--- config.mk ---
export PLATFORM = sky130hd
export DESIGN_NAME = hram_bist
export DESIGN_NICKNAME = d
export VERILOG_FILES = /design/src/rtl/hram_bist_pkg.sv /design/src/rtl/hram_bist_pattern.sv /design/src/rtl/hram_bist.sv
export SDC_FILE = /design/constraint.sdc
export NUM_CORES = 1
export LEC_CHECK = 0
export BUFFER_PORTS_ARGS = -buffer_cell sky130_fd_sc_hd__buf_2
export CAP_MARGIN = 20
export CORE_MARGIN = 5
export CORE_UTILIZATION = 49
export DETAILED_ROUTE_END_ITERATION = 8
export GPL_TIMING_DRIVEN = 1
export PLACE_DENSITY_LB_ADDON = 0.05
export SLEW_MARGIN = 20
export SYNTH_ARGS = -nofsm -noshare
export SYNTH_HDL_FRONTEND = slang
export SYNTH_HIERARCHICAL = 1
export SYNTH_SLANG_ARGS = --single-unit
--- constraint.sdc ---
create_clock -name clk -period 1.9 [get_ports clk]
set_input_delay 0.095 -clock clk [delete_from_list [all_inputs] [get_ports clk]]
set_output_delay 0.095 -clock clk [all_outputs]
set_load 0.05 [all_outputs]
--- src/rtl/hram_bist_pkg.sv ---
// hram_bist_pkg: shared types and constants for the HyperRAM BIST sequencer.
// Holds the sequencer state encoding, pattern constants and the pattern step helpers.
// Optional build macro HRAM_BIST_LFSR_EN selects the LFSR pattern in hram_bist_pattern.
package hram_bist_pkg;

    // Sequencer states
    typedef enum logic [2:0] {
        ST_IDLE    = 3'd0,
        ST_WR      = 3'd1,
        ST_RD_REQ  = 3'd2,
        ST_RD_WAIT = 3'd3,
        ST_DONE    = 3'd4
    } state_e;

    // Feedback taps of the 16-bit Fibonacci LFSR: bits 15, 13, 12 and 10
    localparam logic [15:0] LFSR_TAPS    = 16'hB400;
    localparam logic [15:0] DEFAULT_SEED = 16'hACE1;
    localparam logic [15:0] XOR_MASK     = 16'hA5A5;

    // One LFSR step: shift left, feedback parity enters at bit 0
    function automatic logic [15:0] lfsr_next(input logic [15:0] p);
        return {p[14:0], ^(p & LFSR_TAPS)};
    endfunction

    // Address-derived pattern used when the LFSR is not built
    function automatic logic [15:0] addr_pattern(input logic [15:0] a);
        return a ^ XOR_MASK;
    endfunction

endpackage

--- src/rtl/hram_bist_pattern.sv ---
// hram_bist_pattern: 16-bit test pattern source for the BIST sequencer.
// Output is the pattern that will be current after this clock edge (zero latency to the caller's register).
// HRAM_BIST_LFSR_EN defined: LFSR seeded by SEED; undefined: stateless {addr} ^ 16'hA5A5.
module hram_bist_pattern
    import hram_bist_pkg::*;
#(
    parameter int          ADDR_W = 12,
    parameter logic [15:0] SEED   = DEFAULT_SEED
) (
    input  logic              clk,
    input  logic              reset_,
    input  logic              load_i,
    input  logic              advance_i,
    input  logic [ADDR_W-1:0] addr_i,
    output logic [15:0]       pattern_o
);

    // An all-zero seed would lock the LFSR, so it is replaced by 1
    localparam logic [15:0] SEED_EFF = (SEED == 16'h0000) ? 16'h0001 : SEED;

`ifdef HRAM_BIST_LFSR_EN
    logic [15:0] lfsr_q;
    logic [15:0] lfsr_d;

    // Next LFSR value: reload on a new pass, step on each consumed word
    always_comb begin
        lfsr_d = lfsr_q;
        if (load_i) begin
            lfsr_d = SEED_EFF;
        end else if (advance_i) begin
            lfsr_d = lfsr_next(lfsr_q);
        end
    end

    // LFSR state register
    always_ff @(posedge clk) begin
        if (!reset_) begin
            lfsr_q <= SEED_EFF;
        end else begin
            lfsr_q <= lfsr_d;
        end
    end

    // The caller registers this, so hand it the post-edge value
    assign pattern_o = lfsr_d;

    // The address does not feed the LFSR sequence
    logic unused_addr;
    assign unused_addr = ^addr_i;
`else
    // Caller supplies the post-edge address, so this is the post-edge pattern
    assign pattern_o = addr_pattern(16'(addr_i));

    // Sequencing inputs and the seed only matter for the LFSR build
    logic unused_ctl;
    assign unused_ctl = ^{clk, reset_, load_i, advance_i, SEED_EFF};
`endif

endmodule

--- src/rtl/hram_bist.sv ---
// hram_bist: write a pattern over addresses 0..DEPTH-1, read it back, compare and report status.
// Latency: first request one cycle after start; one write per cycle; next read one cycle after each vld.
// Backpressure: request held stable until sram_ready; one read outstanding. Macro: HRAM_BIST_LFSR_EN.
module hram_bist
    import hram_bist_pkg::*;
#(
    parameter int          ADDR_W  = 12,
    parameter int          DATA_W  = 16,
    parameter int          DEPTH   = 4096,
    parameter logic [15:0] SEED    = DEFAULT_SEED,
    parameter int          TIMEOUT = 255
) (
    input  logic              clk,
    input  logic              reset_,
    input  logic              start,
    output logic              sram_req,
    output logic              sram_rd,
    input  logic              sram_ready,
    output logic [ADDR_W-1:0] sram_addr,
    output logic [DATA_W-1:0] sram_wr_data,
    input  logic              sram_rd_data_vld,
    input  logic [DATA_W-1:0] sram_rd_data,
    output logic              busy,
    output logic              done,
    output logic              pass,
    output logic              fail,
    output logic [7:0]        err_cnt,
    output logic [ADDR_W-1:0] fail_addr
);

    localparam logic [ADDR_W-1:0] LAST_ADDR = ADDR_W'(DEPTH - 1);
    // Wait counter spans 0..TIMEOUT-1; the abort fires on its last value
    localparam int                TO_W      = (TIMEOUT < 2) ? 1 : $clog2(TIMEOUT);
    localparam logic [TO_W-1:0]   TO_LAST   = TO_W'(TIMEOUT - 1);

    state_e            state_q;
    logic [ADDR_W-1:0] addr_q;
    logic [ADDR_W-1:0] addr_d;
    logic [DATA_W-1:0] wr_data_q;
    logic [ADDR_W-1:0] fail_addr_q;
    logic [7:0]        err_cnt_q;
    logic [TO_W-1:0]   to_cnt_q;
    logic              req_q;
    logic              rd_q;
    logic              busy_q;
    logic              done_q;
    logic              fail_q;

    logic              start_go;
    logic              at_last;
    logic              wr_acc;
    logic              rd_got;
    logic              timed_out;
    logic              spurious;
    logic              mismatch;
    logic              err_evt;
    logic              pat_load;
    logic              pat_adv;
    logic [15:0]       pat_nxt;

    // Event decode shared by the address counter, pattern source and FSM
    always_comb begin
        start_go  = start && ((state_q == ST_IDLE) || (state_q == ST_DONE));
        at_last   = (addr_q == LAST_ADDR);
        wr_acc    = (state_q == ST_WR) && req_q && sram_ready;
        rd_got    = (state_q == ST_RD_WAIT) && sram_rd_data_vld;
        timed_out = (state_q == ST_RD_WAIT) && !sram_rd_data_vld && (to_cnt_q == TO_LAST);
        spurious  = (state_q != ST_RD_WAIT) && sram_rd_data_vld;
        // wr_data_q holds the pattern of the current address, i.e. the expected read value
        mismatch  = rd_got && (sram_rd_data != wr_data_q);
        err_evt   = mismatch || timed_out || spurious;
        // Reseed at the start of each pass; step only on a consumed word
        pat_load  = start_go || (wr_acc && at_last);
        pat_adv   = (wr_acc || rd_got) && !at_last;
        addr_d    = addr_q;
        if (pat_load) begin
            addr_d = '0;
        end else if (pat_adv) begin
            addr_d = addr_q + 1'b1;
        end
    end

    hram_bist_pattern #(
        .ADDR_W (ADDR_W),
        .SEED   (SEED)
    ) u_pattern (
        .clk       (clk),
        .reset_    (reset_),
        .load_i    (pat_load),
        .advance_i (pat_adv),
        .addr_i    (addr_d),
        .pattern_o (pat_nxt)
    );

    // Sequencer FSM with registered request and status outputs
    always_ff @(posedge clk) begin
        if (!reset_) begin
            state_q     <= ST_IDLE;
            addr_q      <= '0;
            wr_data_q   <= '0;
            fail_addr_q <= '0;
            err_cnt_q   <= '0;
            to_cnt_q    <= '0;
            req_q       <= 1'b0;
            rd_q        <= 1'b0;
            busy_q      <= 1'b0;
            done_q      <= 1'b0;
            fail_q      <= 1'b0;
        end else begin
            addr_q <= addr_d;
            if (pat_load || pat_adv) begin
                wr_data_q <= DATA_W'(pat_nxt);
            end

            // Error bookkeeping; a start in the same cycle overrides it below
            if (err_evt) begin
                if (err_cnt_q != 8'hFF) begin
                    err_cnt_q <= err_cnt_q + 8'd1;
                end
                if (!fail_q) begin
                    fail_q      <= 1'b1;
                    fail_addr_q <= addr_q;
                end
            end

            case (state_q)
                ST_IDLE, ST_DONE: begin
                    if (start) begin
                        state_q     <= ST_WR;
                        req_q       <= 1'b1;
                        rd_q        <= 1'b0;
                        busy_q      <= 1'b1;
                        done_q      <= 1'b0;
                        fail_q      <= 1'b0;
                        err_cnt_q   <= '0;
                        fail_addr_q <= '0;
                    end
                end
                ST_WR: begin
                    // Request stays up; the last write turns straight into the first read
                    if (sram_ready && at_last) begin
                        state_q <= ST_RD_REQ;
                        rd_q    <= 1'b1;
                    end
                end
                ST_RD_REQ: begin
                    if (sram_ready) begin
                        state_q  <= ST_RD_WAIT;
                        req_q    <= 1'b0;
                        to_cnt_q <= '0;
                    end
                end
                ST_RD_WAIT: begin
                    if (sram_rd_data_vld) begin
                        if (at_last) begin
                            state_q <= ST_DONE;
                            busy_q  <= 1'b0;
                            done_q  <= 1'b1;
                            rd_q    <= 1'b0;
                        end else begin
                            state_q <= ST_RD_REQ;
                            req_q   <= 1'b1;
                        end
                    end else if (to_cnt_q == TO_LAST) begin
                        // Controller never answered: abort the run
                        state_q <= ST_DONE;
                        busy_q  <= 1'b0;
                        done_q  <= 1'b1;
                        rd_q    <= 1'b0;
                    end else begin
                        to_cnt_q <= to_cnt_q + 1'b1;
                    end
                end
                default: begin
                    state_q <= ST_IDLE;
                    req_q   <= 1'b0;
                    rd_q    <= 1'b0;
                    busy_q  <= 1'b0;
                end
            endcase
        end
    end

    assign sram_req     = req_q;
    assign sram_rd      = rd_q;
    assign sram_addr    = addr_q;
    assign sram_wr_data = wr_data_q;
    assign busy         = busy_q;
    assign done         = done_q;
    // Derived from registers so a late spurious error also clears it
    assign pass         = done_q && (err_cnt_q == 8'd0);
    assign fail         = fail_q;
    assign err_cnt      = err_cnt_q;
    assign fail_addr    = fail_addr_q;

endmodule
==> results.json <==
{
  "hpwl_um": 6070,
  "r2r_setup_slack_ps": -80,
  "path_buf_inv": 0,
  "die_area_mm2": 0.00843,
  "tritoncts": "done",
  "syn-cell-area_mm2": 0.00328,
  "finalSetupTns_ps": -521,
  "ys_warn_count": 6,
  "drt_iter0_drc": 155,
  "fillers": 514,
  "n_antenna_cell": 0,
  "reg2reg_from": "state_q[2]$_SDFFE_PN0P_",
  "crit_family": "simple AND/OR/NAND/NOR gates",
  "start_util_pct": 51.0,
  "period_minus_slack_ps": 1980,
  "post-place-cells": 589,
  "gr-usage-all-layers_pct": 20.0,
  "core.rowCount": 29,
  "drive_gt1_share_pct": 41.1,
  "worstHoldStart": "reset_",
  "peakVddDrop_mv": 0.721,
  "path_cells": "and2b_4 -> nand3_4 -> or4_4 -> o21a_4 -> nand2b_4 -> mux2i_2",
  "grt_pass1_wl_um": 13900,
  "fin_worst_skew_ps": 12.4,
  "grt_max_degree": 37,
  "clk_path_buf_depth": 2,
  "p_per_area_mw_per_mm2": 747,
  "place_congestion": 0.892,
  "wl_per_cell_um": 14.6,
  "netlist_instances": 412,
  "io_buffer_count": 74,
  "hp-class": "input port to flop",
  "synth_area_per_cell_um2": 7.96,
  "worst_pin_slew_ps": 541,
  "clkTransAtPathRegs_ps": 70,
  "firstDrtPassIters": 4,
  "fmax_mhz": 506,
  "ioPinCount": 75,
  "startpoint_type": "flop",
  "root_buffer": "clkbuf_8",
  "r2r_cells": 6,
  "yosysTopAreaCellShare_pct": 39.1,
  "drt_wl_total_um": 9060,
  "synthFlopType": "dfxtp_1",
  "insertion_delay_ps": 350,
  "viasPerCell": 5.16,
  "timing.rr.end": "fail_addr[2]$_SDFF_PN0_",
  "hold_slack_ps": 92.5,
  "area_delta_synth_final_pct": 40.9,
  "yosys.area.top_type": "dfxtp_1",
  "hold_end": "sram_req$_SDFFE_PN0P_",
  "violations": "setup timing",
  "critPathRequiredTime_ps": 2170,
  "crit_arrival_ps": 2250,
  "numCtsBuffers": 9,
  "synth.area.top_cells": "dfxtp_1, nand2_1, xor2_1",
  "cap_violations": 0,
  "die_w_um": 91.8,
  "drt.antenna.violating_nets": 0,
  "dieHeight_um": 91.8,
  "overflow": 0,
  "cp.depth": 6,
  "crit_type": "flop to flop",
  "core_mm2": 0.00642,
  "antenna_found_initial": 0,
  "cts_sinks": 64,
  "path_max_fanout": 8,
  "p_leak_nw": 2.07,
  "async_flop_share_pct": 0,
  "rsz0062_at_grt": "true",
  "ys_seq_area_share_pct": 39.1,
  "first_global_vias": 2873,
  "finalCritPeriodShare_pct": 104,
  "drv_slew": 0,
  "hold_depth": 2,
  "final_cells": 619,
  "hold_viol": 0,
  "status": "finished with violations",
  "worst_path_largest_cell_delay_ps": 560,
  "post-route-drc-count": 0,
  "critPathCaptureType": "flop",
  "dr_total_vias": 3193,
  "layout_setup_ws_ps": -75.4,
  "yosysUniqueCellTypes": 50,
  "synth_edf_count": 0,
  "ys_seq_elements": 64,
  "cts_hold_buf": 0,
  "relSlewSlack_pct": 63.7,
  "crit_slowest_cell": "or4_4",
  "htree_levels": 3,
  "nNetsFinal": 563,
  "final-setup-viol-count": 25
}
[metal layers]
| metal | part of all wire [%] | global-route usage, % | wire, um | vias to the layer above |
|---|---|---|---|---|
| li1 | - | - | - | 1629 |
| met1 | 47 | 28.1 | 4260 | 1469 |
| met2 | 46 | 30.5 | 4200 | 84 |
| met3 | 5.1 | 3.93 | 458 | 11 |
| met4 | 1.5 | 7.30 | 138 | 0 |
| met5 | 0 | 0 | 0 | - |
[repair_timing]
action,in CTS,in global routing
pin swaps,7,29
gates resized for setup,7,68
endpoints found under the setup margin,25,45
gates cloned,1,2
setup buffers,3,8
[where the power goes]
| group | internal [W] | switching [W] | total [W] |
|---|---|---|---|
| Sequential | 0.00141 | 0.0000616 | 0.00147 |
| Clock | 0.000462 | 0.000526 | 0.000989 |
| Combinational | 0.000371 | 0.000616 | 0.000987 |
| Total | 0.00225 | 0.00120 | 0.00345 |
[worst max-delay path by stage]
| stage | start | to | slack, ps |
|---|---|---|---|
| 3_5_place_dp | state_q[2]$_SDFFE_PN0P_ | fail_addr[5]$_SDFF_PN0_ | -80 |
| 2_1_floorplan | sram_addr[0]$_SDFF_PN0_ | sram_wr_data[3]$_SDFFE_PN0P_ | -10 |
| 5_1_grt | state_q[2]$_SDFFE_PN0P_ | fail_addr[2]$_SDFF_PN0_ | -140 |
| 4_1_cts | state_q[2]$_SDFFE_PN0P_ | err_cnt[3]$_SDFF_PN0_ | -30 |
| 3_3_place_gp | state_q[2]$_SDFFE_PN0P_ | sram_wr_data[11]$_SDFFE_PN0P_ | -50 |
| 6_report | state_q[2]$_SDFFE_PN0P_ | fail_addr[2]$_SDFF_PN0_ | -80 |
[Yosys cell counts, types with 3 or more instances]
| cell | number |
|---|---|
| a21oi_1 | 14 |
| nand4_1 | 8 |
| nor2_1 | 44 |
| or4_1 | 3 |
| nand3_1 | 30 |
| ha_1 | 5 |
| clkbuf_1 | 12 |
| o21ai_0 | 28 |
| xnor2_1 | 9 |
| mux2i_1 | 13 |
| xor2_1 | 24 |
| buf_4 | 10 |
| and2_1 | 6 |
| inv_1 | 18 |
| nor4_1 | 5 |
| dfxtp_1 | 64 |
| o31ai_1 | 3 |
| or3_1 | 3 |
| nand2_1 | 70 |
| nor3_1 | 4 |
| and3_1 | 4 |
[worst reg2reg max path, cell delays in order (launching register included)]
cell and delay (ps):
dfxtp_2 320, and2b_4 290, nand3_4 90, or4_4 570, o21a_4 280, nand2b_4 150
mux2i_2 220
[metrics by stage]
step | power [W] | util, % | cell area, um2 | worst slack, ps
after floorplan | 0.00209 | - | 3360 | -14.7
after global placement | 0.00233 | 63.1 | 4050 | -54.0
after detailed placement | 0.00234 | 63.1 | 4050 | -81.8
after CTS | 0.00333 | 66.6 | 4280 | -34.1
after global routing | 0.00361 | 71.9 | 4620 | -143
final | 0.00345 | 71.9 | 4620 | -75.4
[layout by cell type (no fill, tap or decap), types with 6 or more instances in the layout]
| cell | count |
|---|---|
| a21oi_1 | 10 |
| and2_1 | 6 |
| buf_2 | 74 |
| buf_4 | 51 |
| buf_6 | 9 |
| clkbuf_8 | 9 |
| dfxtp_1 | 42 |
| dfxtp_2 | 13 |
| dfxtp_4 | 9 |
| inv_1 | 16 |
| mux2i_1 | 12 |
| nand2_1 | 66 |
| nand3_1 | 25 |
| nand4_1 | 8 |
| nor2_1 | 39 |
| o21ai_0 | 13 |
| o21ai_1 | 16 |
| xnor2_1 | 6 |
| xor2_1 | 20 |
[state kept, by name, indices dropped and copies added (netlist names)]
register      cells
busy              1
to_cnt_q          8
sram_addr        12
sram_rd           1
err_cnt           8
fail              1
done              1
sram_wr_data     16
fail_addr        12
state_q           3
sram_req          1
[area by class of cell]
| cell class | count | area (um2) | area share (%) |
|---|---|---|---|
| timing repair buffer | 137 | 925 | 20.0 |
| multi-input combinational | 307 | 2040 | 44.2 |
| tap | 77 | 96.3 | 2.09 |
| inverter | 18 | 70.1 | 1.52 |
| sequential | 64 | 1330 | 28.8 |
| clock buffer | 11 | 131 | 2.84 |
| clock inverter | 5 | 25.0 | 0.542 |
[cell families (layout without fill, tap and decap cells)]
kind of cell	Yosys count	count (layout)	share of synthesized area, %
AOI/OAI and AO/OA	61	61	11.5
xor gates and xnor gates	33	33	8.82
adders and majority gates	5	5	1.91
buffers and inverters	44	171	6.95
DFF	64	64	39.1
muxes	13	13	3.97
other	2	4	0.229
and+or+nand+nor	190	191	27.5
Power figures use the tool's default switching activity.
